<file path="src/rtl/kf8253_seq_pkg.sv">
// Shared types for the KF8253 bus sequencer: command opcodes, FSM states, access steps and the request record.
package kf8253_seq_pkg;

  typedef enum logic [1:0] {
    OP_PROGRAM    = 2'b00,
    OP_LATCH_READ = 2'b01
  } op_e;

  typedef enum logic [2:0] {
    ST_IDLE,
    ST_SETUP,
    ST_STROBE,
    ST_HOLD,
    ST_READ,
    ST_RECOVER,
    ST_RESP
  } state_e;

  typedef enum logic [2:0] {
    W_CTRL,
    W_LSB,
    W_MSB,
    R_LSB,
    R_MSB
  } step_e;

  typedef struct packed {
    op_e         op;
    logic [1:0]  counter;
    logic [1:0]  rw;
    logic [2:0]  mode;
    logic        bcd;
    logic [15:0] count;
  } req_t;

  localparam logic [1:0]  ADDR_CONTROL = 2'd3;
  localparam int unsigned CNT_W        = 8;

  // Step 0 is always the control word; rw selects which byte accesses follow.
  function automatic step_e step_of(input req_t r, input logic [1:0] idx);
    logic rd;
    rd = (r.op == OP_LATCH_READ);
    if (idx == 2'd0) return W_CTRL;
    if (idx == 2'd1 && r.rw != 2'b10) return rd ? R_LSB : W_LSB;
    return rd ? R_MSB : W_MSB;
  endfunction

  function automatic logic last_step(input req_t r, input logic [1:0] idx);
    return (idx == 2'd2) || (idx == 2'd1 && r.rw != 2'b11);
  endfunction

  function automatic logic [7:0] ctrl_word(input req_t r);
    if (r.op == OP_PROGRAM) return {r.counter, r.rw, r.mode, r.bcd};
    return {r.counter, 6'b000000};
  endfunction

endpackage

</file>
<file path="src/rtl/kf8253_seq_fifo.sv">
// Small request FIFO placed ahead of the sequencer FSM when KF8253_SEQ_FIFO_EN is defined.
module kf8253_seq_fifo
  import kf8253_seq_pkg::*;
#(
  parameter int DEPTH = 4
) (
  input  logic clock_i,
  input  logic reset_i,
  input  logic push_i,
  input  req_t data_i,
  input  logic pop_i,
  output req_t data_o,
  output logic full_o,
  output logic empty_o
);
  localparam int AW = (DEPTH > 1) ? $clog2(DEPTH) : 1;

  req_t          mem_q [DEPTH];
  logic [AW-1:0] wr_q, rd_q;
  logic [AW:0]   cnt_q;
  logic          do_push, do_pop;

  assign full_o  = (cnt_q == (AW+1)'(DEPTH));
  assign empty_o = (cnt_q == '0);
  assign do_push = push_i && !full_o;
  assign do_pop  = pop_i && !empty_o;
  assign data_o  = mem_q[rd_q];

  function automatic logic [AW-1:0] nxt(input logic [AW-1:0] p);
    return (p == AW'(DEPTH-1)) ? '0 : p + 1'b1;
  endfunction

  always_ff @(posedge clock_i) begin
    if (do_push) mem_q[wr_q] <= data_i;
  end

  always_ff @(posedge clock_i) begin
    if (reset_i) begin
      wr_q  <= '0;
      rd_q  <= '0;
      cnt_q <= '0;
    end else begin
      if (do_push) wr_q <= nxt(wr_q);
      if (do_pop)  rd_q <= nxt(rd_q);
      cnt_q <= cnt_q + (AW+1)'(do_push) - (AW+1)'(do_pop);
    end
  end

endmodule

</file>
<file path="src/rtl/kf8253_bus_sequencer.sv">
// Expands PROGRAM / LATCH_READ commands into KF8253 cs_n/wr_n/rd_n access sequences; optional KF8253_SEQ_FIFO_EN request FIFO.
// States: IDLE accept | SETUP cs low, addr/data out | STROBE wr low | HOLD post-write | READ rd low | RECOVER cs high | RESP respond
module kf8253_bus_sequencer
  import kf8253_seq_pkg::*;
#(
  parameter int WR_PULSE = 2,
  parameter int RD_PULSE = 2,
  parameter int HOLD     = 2,
  parameter int RECOVERY = 1
) (
  input  logic        clock_i,
  input  logic        reset_i,
  input  logic        req_valid_i,
  output logic        req_ready_o,
  input  logic [1:0]  req_op_i,
  input  logic [1:0]  req_counter_i,
  input  logic [1:0]  req_rw_i,
  input  logic [2:0]  req_mode_i,
  input  logic        req_bcd_i,
  input  logic [15:0] req_count_i,
  output logic        rsp_valid_o,
  input  logic        rsp_ready_i,
  output logic [15:0] rsp_data_o,
  output logic        rsp_error_o,
  output logic        busy_o,
  output logic        pit_cs_n_o,
  output logic        pit_rd_n_o,
  output logic        pit_wr_n_o,
  output logic [1:0]  pit_address_o,
  output logic [7:0]  pit_data_out_o,
  input  logic [7:0]  pit_data_in_i
);
  req_t             req_in, cmd, req_q, req_d;
  logic             cmd_valid, accept, idle_free, finish;
  state_e           state_q, state_d;
  step_e            cur;
  logic [CNT_W-1:0] cnt_q, cnt_d;
  logic [1:0]       step_q, step_d;
  logic [7:0]       lsb_q, lsb_d, msb_q, msb_d;
  logic             cs_n_q, cs_n_d, wr_n_q, wr_n_d, rd_n_q, rd_n_d, busy_q, busy_d;
  logic [1:0]       addr_q, addr_d;
  logic [7:0]       dout_q, dout_d;
  logic             rsp_valid_q, rsp_valid_d, rsp_error_q, rsp_error_d;
  logic [15:0]      rsp_data_q, rsp_data_d;

  assign req_in    = {req_op_i, req_counter_i, req_rw_i, req_mode_i, req_bcd_i, req_count_i};
  assign idle_free = (state_q == ST_IDLE) && !rsp_valid_q;
  assign accept    = cmd_valid && idle_free;

`ifdef KF8253_SEQ_FIFO_EN
  logic fifo_full, fifo_empty;

  kf8253_seq_fifo #(.DEPTH(4)) u_fifo (
    .clock_i (clock_i),
    .reset_i (reset_i),
    .push_i  (req_valid_i),
    .data_i  (req_in),
    .pop_i   (accept),
    .data_o  (cmd),
    .full_o  (fifo_full),
    .empty_o (fifo_empty)
  );

  assign cmd_valid   = !fifo_empty;
  assign req_ready_o = !fifo_full;
`else
  assign cmd         = req_in;
  assign cmd_valid   = req_valid_i;
  assign req_ready_o = idle_free && !reset_i;
`endif

  always_comb begin
    state_d     = state_q;
    cnt_d       = (cnt_q != '0) ? cnt_q - 1'b1 : cnt_q;
    step_d      = step_q;
    req_d       = req_q;
    lsb_d       = lsb_q;
    msb_d       = msb_q;
    addr_d      = addr_q;
    dout_d      = dout_q;
    rsp_valid_d = rsp_valid_q;
    rsp_data_d  = rsp_data_q;
    rsp_error_d = rsp_error_q;
    finish      = 1'b0;
    cur         = step_of(req_q, step_q);

    unique case (state_q)
      ST_IDLE: begin
        if (accept) begin
          if ((cmd.op != OP_PROGRAM && cmd.op != OP_LATCH_READ) ||
              cmd.counter == 2'd3 || cmd.rw == 2'b00) begin
            state_d     = ST_RESP;
            rsp_valid_d = 1'b1;
            rsp_error_d = 1'b1;
            rsp_data_d  = '0;
          end else begin
            req_d   = cmd;
            step_d  = 2'd0;
            lsb_d   = '0;
            msb_d   = '0;
            addr_d  = ADDR_CONTROL;
            dout_d  = ctrl_word(cmd);
            state_d = ST_SETUP;
          end
        end
      end
      ST_SETUP: begin
        if (cur == R_LSB || cur == R_MSB) begin
          state_d = ST_READ;
          cnt_d   = CNT_W'(RD_PULSE - 1);
        end else begin
          state_d = ST_STROBE;
          cnt_d   = CNT_W'(WR_PULSE - 1);
        end
      end
      ST_STROBE: begin
        if (cnt_q == '0) begin
          state_d = ST_HOLD;
          cnt_d   = CNT_W'(HOLD - 1);
        end
      end
      ST_HOLD: finish = (cnt_q == '0);
      ST_READ: begin
        if (cnt_q == '0) begin
          if (cur == R_LSB) lsb_d = pit_data_in_i;
          else              msb_d = pit_data_in_i;
          finish = 1'b1;
        end
      end
      ST_RECOVER: begin
        if (cnt_q == '0) begin
          state_d = ST_SETUP;
          addr_d  = req_q.counter;
          case (cur)
            W_LSB:   dout_d = req_q.count[7:0];
            W_MSB:   dout_d = req_q.count[15:8];
            default: dout_d = ctrl_word(req_q);
          endcase
        end
      end
      ST_RESP: begin
        if (rsp_ready_i) begin
          state_d     = ST_IDLE;
          rsp_valid_d = 1'b0;
          rsp_error_d = 1'b0;
        end
      end
      default: state_d = ST_IDLE;
    endcase

    if (finish) begin
      if (last_step(req_q, step_q)) begin
        state_d     = ST_RESP;
        rsp_valid_d = 1'b1;
        rsp_error_d = 1'b0;
        rsp_data_d  = (req_q.op == OP_LATCH_READ) ? {msb_d, lsb_d} : 16'h0000;
      end else begin
        state_d = ST_RECOVER;
        cnt_d   = CNT_W'(RECOVERY - 1);
        step_d  = step_q + 2'd1;
      end
    end

    // Strobes are decoded from the next state so every PIT pin comes straight off a flop.
    cs_n_d = !(state_d inside {ST_SETUP, ST_STROBE, ST_HOLD, ST_READ});
    wr_n_d = (state_d != ST_STROBE);
    rd_n_d = (state_d != ST_READ);
    busy_d = state_d inside {ST_SETUP, ST_STROBE, ST_HOLD, ST_READ, ST_RECOVER};
  end

  always_ff @(posedge clock_i) begin
    if (reset_i) begin
      state_q     <= ST_IDLE;
      cnt_q       <= '0;
      step_q      <= '0;
      req_q       <= '0;
      lsb_q       <= '0;
      msb_q       <= '0;
      cs_n_q      <= 1'b1;
      wr_n_q      <= 1'b1;
      rd_n_q      <= 1'b1;
      busy_q      <= 1'b0;
      addr_q      <= '0;
      dout_q      <= '0;
      rsp_valid_q <= 1'b0;
      rsp_error_q <= 1'b0;
      rsp_data_q  <= '0;
    end else begin
      state_q     <= state_d;
      cnt_q       <= cnt_d;
      step_q      <= step_d;
      req_q       <= req_d;
      lsb_q       <= lsb_d;
      msb_q       <= msb_d;
      cs_n_q      <= cs_n_d;
      wr_n_q      <= wr_n_d;
      rd_n_q      <= rd_n_d;
      busy_q      <= busy_d;
      addr_q      <= addr_d;
      dout_q      <= dout_d;
      rsp_valid_q <= rsp_valid_d;
      rsp_error_q <= rsp_error_d;
      rsp_data_q  <= rsp_data_d;
    end
  end

  assign pit_cs_n_o     = cs_n_q;
  assign pit_wr_n_o     = wr_n_q;
  assign pit_rd_n_o     = rd_n_q;
  assign pit_address_o  = addr_q;
  assign pit_data_out_o = dout_q;
  assign busy_o         = busy_q;
  assign rsp_valid_o    = rsp_valid_q;
  assign rsp_error_o    = rsp_error_q;
  assign rsp_data_o     = rsp_data_q;

endmodule

</file>
<file path="config.mk">
export PLATFORM = sky130hd
export DESIGN_NAME = kf8253_bus_sequencer
export DESIGN_NICKNAME = d
export VERILOG_FILES = /design/src/rtl/kf8253_seq_pkg.sv /design/src/rtl/kf8253_seq_fifo.sv /design/src/rtl/kf8253_bus_sequencer.sv
export SDC_FILE = /design/constraint.sdc
export NUM_CORES = 1
export LEC_CHECK = 0
export ABC_AREA = 1
export BUFFER_PORTS_ARGS = -buffer_cell sky130_fd_sc_hd__clkbuf_2
export CELL_PAD_IN_SITES_DETAIL_PLACEMENT = 0
export CELL_PAD_IN_SITES_GLOBAL_PLACEMENT = 1
export CORE_UTILIZATION = 37
export CTS_BUF_LIST = sky130_fd_sc_hd__clkbuf_4
export CTS_CLUSTER_DIAMETER = 200
export DETAILED_ROUTE_END_ITERATION = 6
export PLACE_DENSITY = 0.86
export SLEW_MARGIN = 20
export SYNTH_ARGS = -nofsm -noshare
export SYNTH_HDL_FRONTEND = slang
export SYNTH_SLANG_ARGS = --single-unit
</file>
<file path="constraint.sdc">
create_clock -name clock_i -period 2.2 [get_ports clock_i]
set_clock_uncertainty 0.05 [all_clocks]
set_input_delay 0.11 -clock clock_i [delete_from_list [all_inputs] [get_ports clock_i]]
set_output_delay 0.11 -clock clock_i [all_outputs]
set_load 0.02 [all_outputs]
</file>
==> results.yml, run 1 <==
sta:
  maxSlewHeadroom: 0.7151
  tns_ns: 0
  fin_crit_ns: 2.025
  hold_viol: 0
  min_period_over_period: 0.9203
  rsz0062_at_grt: "false"
  slew_violations: 0
  timing.fmax_mhz: 493.9
  worst_pin_slew_ns: 0.4238
  fin_ws_ns: 0.1753
  setup_viol: 0
critical_path:
  worstPathRequired_ns: 2.56
  worst-endpoint-arrival_ns: 2.38
  path_max_fanout: 4
  timing.rr.start: "step_q[1]$_SDFF_PP0_"
  reg2reg_slack_ns: 0.18
  end_kind: "flop"
  critical_path_class: "flop to flop"
  cp-start-kind: "flop"
  reg2reg_depth: 13
  r2r_end: "pit_data_out_o[5]$_SDFFE_PP0P_"
  startpoint: "step_q[1]$_SDFF_PP0_"
synth:
  synth_seq_cells: 87
  syn-num-nets: 576
  async_flop_share: 0
  ys.warnings.count: 0
  ys_types: 42
  synth_edf_count: 0
  synthFlopType: "dfxtp_1"
  syn_area_per_cell_um2: 7.411
  yosys.area.top_type: "dfxtp_1"
  synthCells: 532
  synth_top_cell_area_share: 0.4418
  synth_area_um2: 3943
  yosysSeqAreaShare: 0.4418
  synth_area_leaders: "dfxtp_1, nand2_1, nor2_1"
hold_path:
  min_path_type: "input port to flop"
  hold_path_depth: 4
  whs_endpoint: "rsp_error_o$_SDFF_PP0_"
  hp-start: "rsp_ready_i"
drt:
  drtIter0Drc: 156
  routed_wl_um: 9451
  drc: 0
  ant_nets: 0
  via_per_inst: 4.764
  first_pass_iters: 4
  dr_total_vias: 3721
  routedWlPerCell_um: 12.10
global_routing:
  track_usage: 0.1823
  grt_pass1_vias: 3570
  grt_remaining_overflow: 0
  grt_start_max_net_pins: 35
  grt_pass1_wl_um: 16070
  antenna_found_initial: 0
run:
  maxCapViolCount: 0
run_status:
  status: "completed"
cts:
  htreeDepth: 3
  clock_sinks: 87
  clk_latency_ns: 0.46
  cts_root_buf: "clkbuf_4"
  cts_made_buffers: 9
  cts_setup_buffers: 0
  cts_tree: "built"
  cts.reportedPaths.clkPinSlew_ns: 0.15
  cts_buffer_depth: 2
power:
  p_leak_uw: 0.002304
  p_per_area_nw_per_um2: 1027
  max-vdd-ir-drop_mv: 0.3664
placement:
  io_buffers: 70
  pre_cts_ws_ns: 0.05908
  routabilityCongestion: 0.7857
  dp_hpwl_um: 6797
layout:
  layout-drive-gt1-share: 0.2341
  final_common_cell: "nand2_1"
  final_cell_mix: "nand2_1, nor2_1, dfxtp_1"
  antenna_cells: 0
  areaGrowthSynthToFinish_pct: 26.09
  nNetsFinal: 684
die:
  start_util: 0.3819
  core_area_um2: 10320
  die_h_um: 105.2
  io_pins: 71
  rows: 37
  fp.dieW_um: 105.2
  die-area_um2: 11070
## how the worst max path moves through the flow
stage / slack (ns) / cells after the start / end
after detailed placement: 0.06 / 12 / lsb_q[3]$_SDFF_PP0_
final: 0.18 / 13 / pit_data_out_o[5]$_SDFFE_PP0P_
after CTS: 0.04 / 12 / lsb_q[3]$_SDFF_PP0_
after floorplan: 0.09 / 14 / pit_data_out_o[7]$_SDFFE_PP0P_
after global routing: 0.002 / 13 / pit_data_out_o[5]$_SDFFE_PP0P_
after global placement: 0.15 / 14 / rsp_data_o[15]$_SDFF_PP0_
## metal layers
| metal | wire [µm] | track usage | share of wire | vias up |
|---|---|---|---|---|
| met1 | 4331 | 0.2218 | 0.46 | 1692 |
| li1 | - | - | - | 1940 |
| met3 | 449 | 0.04576 | 0.048 | 16 |
| met2 | 4495 | 0.3069 | 0.48 | 73 |
| met5 | 0 | 0 | 0 | - |
| met4 | 174 | 0.07344 | 0.018 | 0 |
## sequential cells by signal, summed over array words and instances, names as in the netlist
| register | count |
|---|---|
| req_q | 26 |
| rsp_data_o | 16 |
| cnt_q | 8 |
| lsb_q | 8 |
| msb_q | 8 |
| pit_data_out_o | 8 |
| state_q | 3 |
| pit_address_o | 2 |
| step_q | 2 |
| busy_o | 1 |
| pit_cs_n_o | 1 |
| pit_rd_n_o | 1 |
| pit_wr_n_o | 1 |
| rsp_error_o | 1 |
| rsp_valid_o | 1 |
## cell usage after synthesis, types with 6 or more instances
library cell and count:
a21oi_1 28, clkbuf_1 6, dfxtp_1 87, ha_1 6, inv_1 38, inv_2 6
nand2_1 114, nand2_2 9, nand3_1 41, nor2_1 90, nor2_2 6, nor3_1 7
o21ai_0 35
## through the flow
stage	util	cells	hold slack (ns)	total power, µW	cell area (µm²)
after floorplan	-	532	0.2267	3732	3945
after global placement	0.4296	731	0.3110	4088	4436
after detailed placement	0.4296	731	0.3204	4147	4436
after CTS	0.4763	781	0.0008616	5118	4917
after global routing	0.4815	781	0.04461	5544	4971
final	0.4815	781	0.02846	5103	4971
## critical path: stages, from the launching register on
cell and delay [ns]:
dfxtp_2 0.36, inv_2 0.08, ha_4 0.13, nand2_1 0.06
ha_1 0.29, nand2_1 0.09, nor2_4 0.16, nand2_1 0.13
buf_4 0.17, o21ai_0 0.14, nor2_1 0.07, nor2_1 0.11
nor2_1 0.06, nor2_1 0.08
## where the power goes
group,leakage (µW),internal [µW],switching [µW]
combinational,0.00152,756,1400
sequential,0.000709,1860,180
clock,0.0000781,272,637
## logic make-up after synthesis
family / count (synthesis) / share of synthesized area
compound gates: 83 / 0.1247
fa+ha+maj: 6 / 0.01904
simple gates: 290 / 0.3323
xor+xnor: 4 / 0.008888
flops: 87 / 0.4418
buf+inv: 62 / 0.07331
## final cells by class
class | count | area, µm²
Multi-Input combinational cell | 383 | 1966
Clock buffer | 9 | 67.56
Timing Repair Buffer | 114 | 778.2
Clock inverter | 7 | 73.82
Tap cell | 136 | 170.2
Fill cell | 1032 | 5353
Inverter | 45 | 171.4
Sequential cell | 87 | 1744
## repair_timing
| action | CTS | global route |
|---|---|---|
| hold endpoints to repair | 68 | 0 |
| gates resized for setup | 0 | 16 |
| hold buffers | 34 | 0 |
| endpoints found under the setup margin | 0 | 38 |
(Power assumes the default switching activity.)
==> inputs of run 2 (changes only) <==
==> constraint.sdc (replaced) <==
create_clock -name clock_i -period 2.2 [get_ports clock_i]
set_clock_uncertainty 0.05 [all_clocks]
set_input_delay 0.44 -clock clock_i [delete_from_list [all_inputs] [get_ports clock_i]]
set_output_delay 0.44 -clock clock_i [all_outputs]
set_load 0.02 [all_outputs]
==> results.yml, run 2 (same netlist as run 1, synthesis figures left out) <==
drt:
  ant_nets: 0
  first_pass_iters: 4
  routed_wl_um: 8949
  drtIter0Drc: 135
  drc: 0
  via_per_inst: 4.681
  routedWlPerCell_um: 11.93
  dr_total_vias: 3511
critical_path:
  timing.rr.start: "step_q[1]$_SDFF_PP0_"
  path_max_fanout: 7
  cp-start-kind: "flop"
  reg2reg_slack_ns: 0.15
  worst-endpoint-arrival_ns: 2.34
  endpoint: "lsb_q[3]$_SDFF_PP0_"
  crit_slowest_cell: "dfxtp_2"
  critical_path_class: "flop to flop"
  startpoint: "step_q[1]$_SDFF_PP0_"
  crit_path_max_incr_delay_ns: 0.35
  cp_common_cell: "nand2_1"
  end_kind: "flop"
  worstPathRequired_ns: 2.49
  path_cells: "inv_1, ha_4, nand2_1, ha_1, nand2_1, nor2_4, nand2_4, nor2_8, nand2_4, inv_2, nand2_1, and3_1"
  reg2reg_depth: 12
  r2r_end: "lsb_q[3]$_SDFF_PP0_"
hold_path:
  min_path_type: "input port to flop"
cts:
  cts_buffer_depth: 2
  cts_root_buf: "clkbuf_4"
  clk_latency_ns: 0.44
  clock_sinks: 87
  cts_tree: "built"
  cts.reportedPaths.clkPinSlew_ns: 0.14
  cts_made_buffers: 9
  htreeDepth: 3
sta:
  setup_viol: 0
  min_period_over_period: 0.9324
  hold_viol: 0
  fin_ws_ns: 0.1486
  timing.fmax_mhz: 487.5
  rsz0062_at_grt: "true"
  tns_ns: 0
  maxSlewHeadroom: 0.7172
  slew_violations: 0
  worst_pin_slew_ns: 0.4232
  fin_crit_ns: 2.051
layout:
  layout-drive-gt1-share: 0.2476
  final_util: 0.4526
  instances_no_fill: 750
  final_cell_mix: "nand2_1, nor2_1, dfxtp_1"
  final_common_cell: "nand2_1"
  areaGrowthSynthToFinish_pct: 18.50
  regMostFlops: "req_q"
  largest_reg_flops: 26
  nNetsFinal: 653
  antenna_cells: 0
die:
  start_util: 0.3819
  io_pins: 71
  core_area_um2: 10320
  die-area_um2: 11070
  die_h_um: 105.2
  rows: 37
  fp.dieW_um: 105.2
power:
  pwr-share-clk: 0.204
  p_leak_uw: 0.002182
  p_switching_uw: 2146
  p_per_area_nw_per_um2: 1115
  p_int_uw: 3062
  p_comb_frac: 0.405
  switching_share: 0.4120
  pwr-share-seq: 0.391
  max-vdd-ir-drop_mv: 0.3798
  finalPower_uw: 5208
placement:
  pre_cts_ws_ns: 0.03585
  routabilityCongestion: 0.8070
  dp_cells: 733
  io_buffers: 70
  dp_hpwl_um: 6838
global_routing:
  antenna_found_initial: 0
  grt_pass1_vias: 3383
  grt_remaining_overflow: 0
  grt_pass1_wl_um: 15380
  grt_start_max_net_pins: 24
  track_usage: 0.1722
run_status:
  status: "completed"
run:
  maxCapViolCount: 0
[run 2: power groups by stage]
stage	logic [µW]	registers, µW	clock network, µW
final	2110	2040	1060
after global routing	2380	2070	1170
after CTS	2070	2040	1090
after detailed placement	2060	2070	0
after global placement	2020	2060	0
after floorplan	1590	2140	0
[run 2: through the flow]
stage	instance area, µm²	hold slack (ns)
after floorplan	3945	0.3739
after global placement	4438	0.3866
after detailed placement	4438	0.3917
after CTS	4607	0.1782
after global routing	4672	0.1949
final	4672	0.1966
[run 2: how the worst min path moves through the flow]
stage	from	to	cells past startpoint
after floorplan	req_q[12]$_SDFFE_PP0P_	req_q[12]$_SDFFE_PP0P_	2
after global placement	rsp_data_o[5]$_SDFF_PP0_	rsp_data_o[5]$_SDFF_PP0_	2
after detailed placement	rsp_data_o[5]$_SDFF_PP0_	rsp_data_o[5]$_SDFF_PP0_	2
after CTS	req_count_i[2]	req_q[2]$_SDFFE_PP0P_	3
after global routing	pit_data_in_i[5]	msb_q[5]$_SDFF_PP0_	3
final	req_count_i[8]	req_q[8]$_SDFFE_PP0P_	3
[run 2: layout make-up]
cell class	instances	area (µm²)
flip-flops and latches	87	1743
clock buffers	9	67.56
fillers	1090	5652
inverters	45	171.4
well taps	136	170.2
clock inverters	7	101.3
multi-input cells	383	1971
repair buffers	83	447.9
[run 2: timing repair]
action,CTS,global route
gates resized for setup,0,16
setup buffers,0,1
hold buffers,0,0
endpoints found under the setup margin,0,31
[run 2: layer usage]
| metal | share of wire | vias up | GRT usage |
|---|---|---|---|
| met4 | 0.014 | 0 | 0.06439 |
| met5 | 0 | - | 0 |
| met3 | 0.040 | 13 | 0.03649 |
| met2 | 0.47 | 71 | 0.2895 |
| met1 | 0.48 | 1561 | 0.2161 |
| li1 | - | 1866 | - |
[run 2: critical path: cells and delay by family (launching register included)]
family	cells	cell delay, ns
fa+ha+maj	2	0.44
simple gates	8	0.92
flops	1	0.35
buf+inv	2	0.20
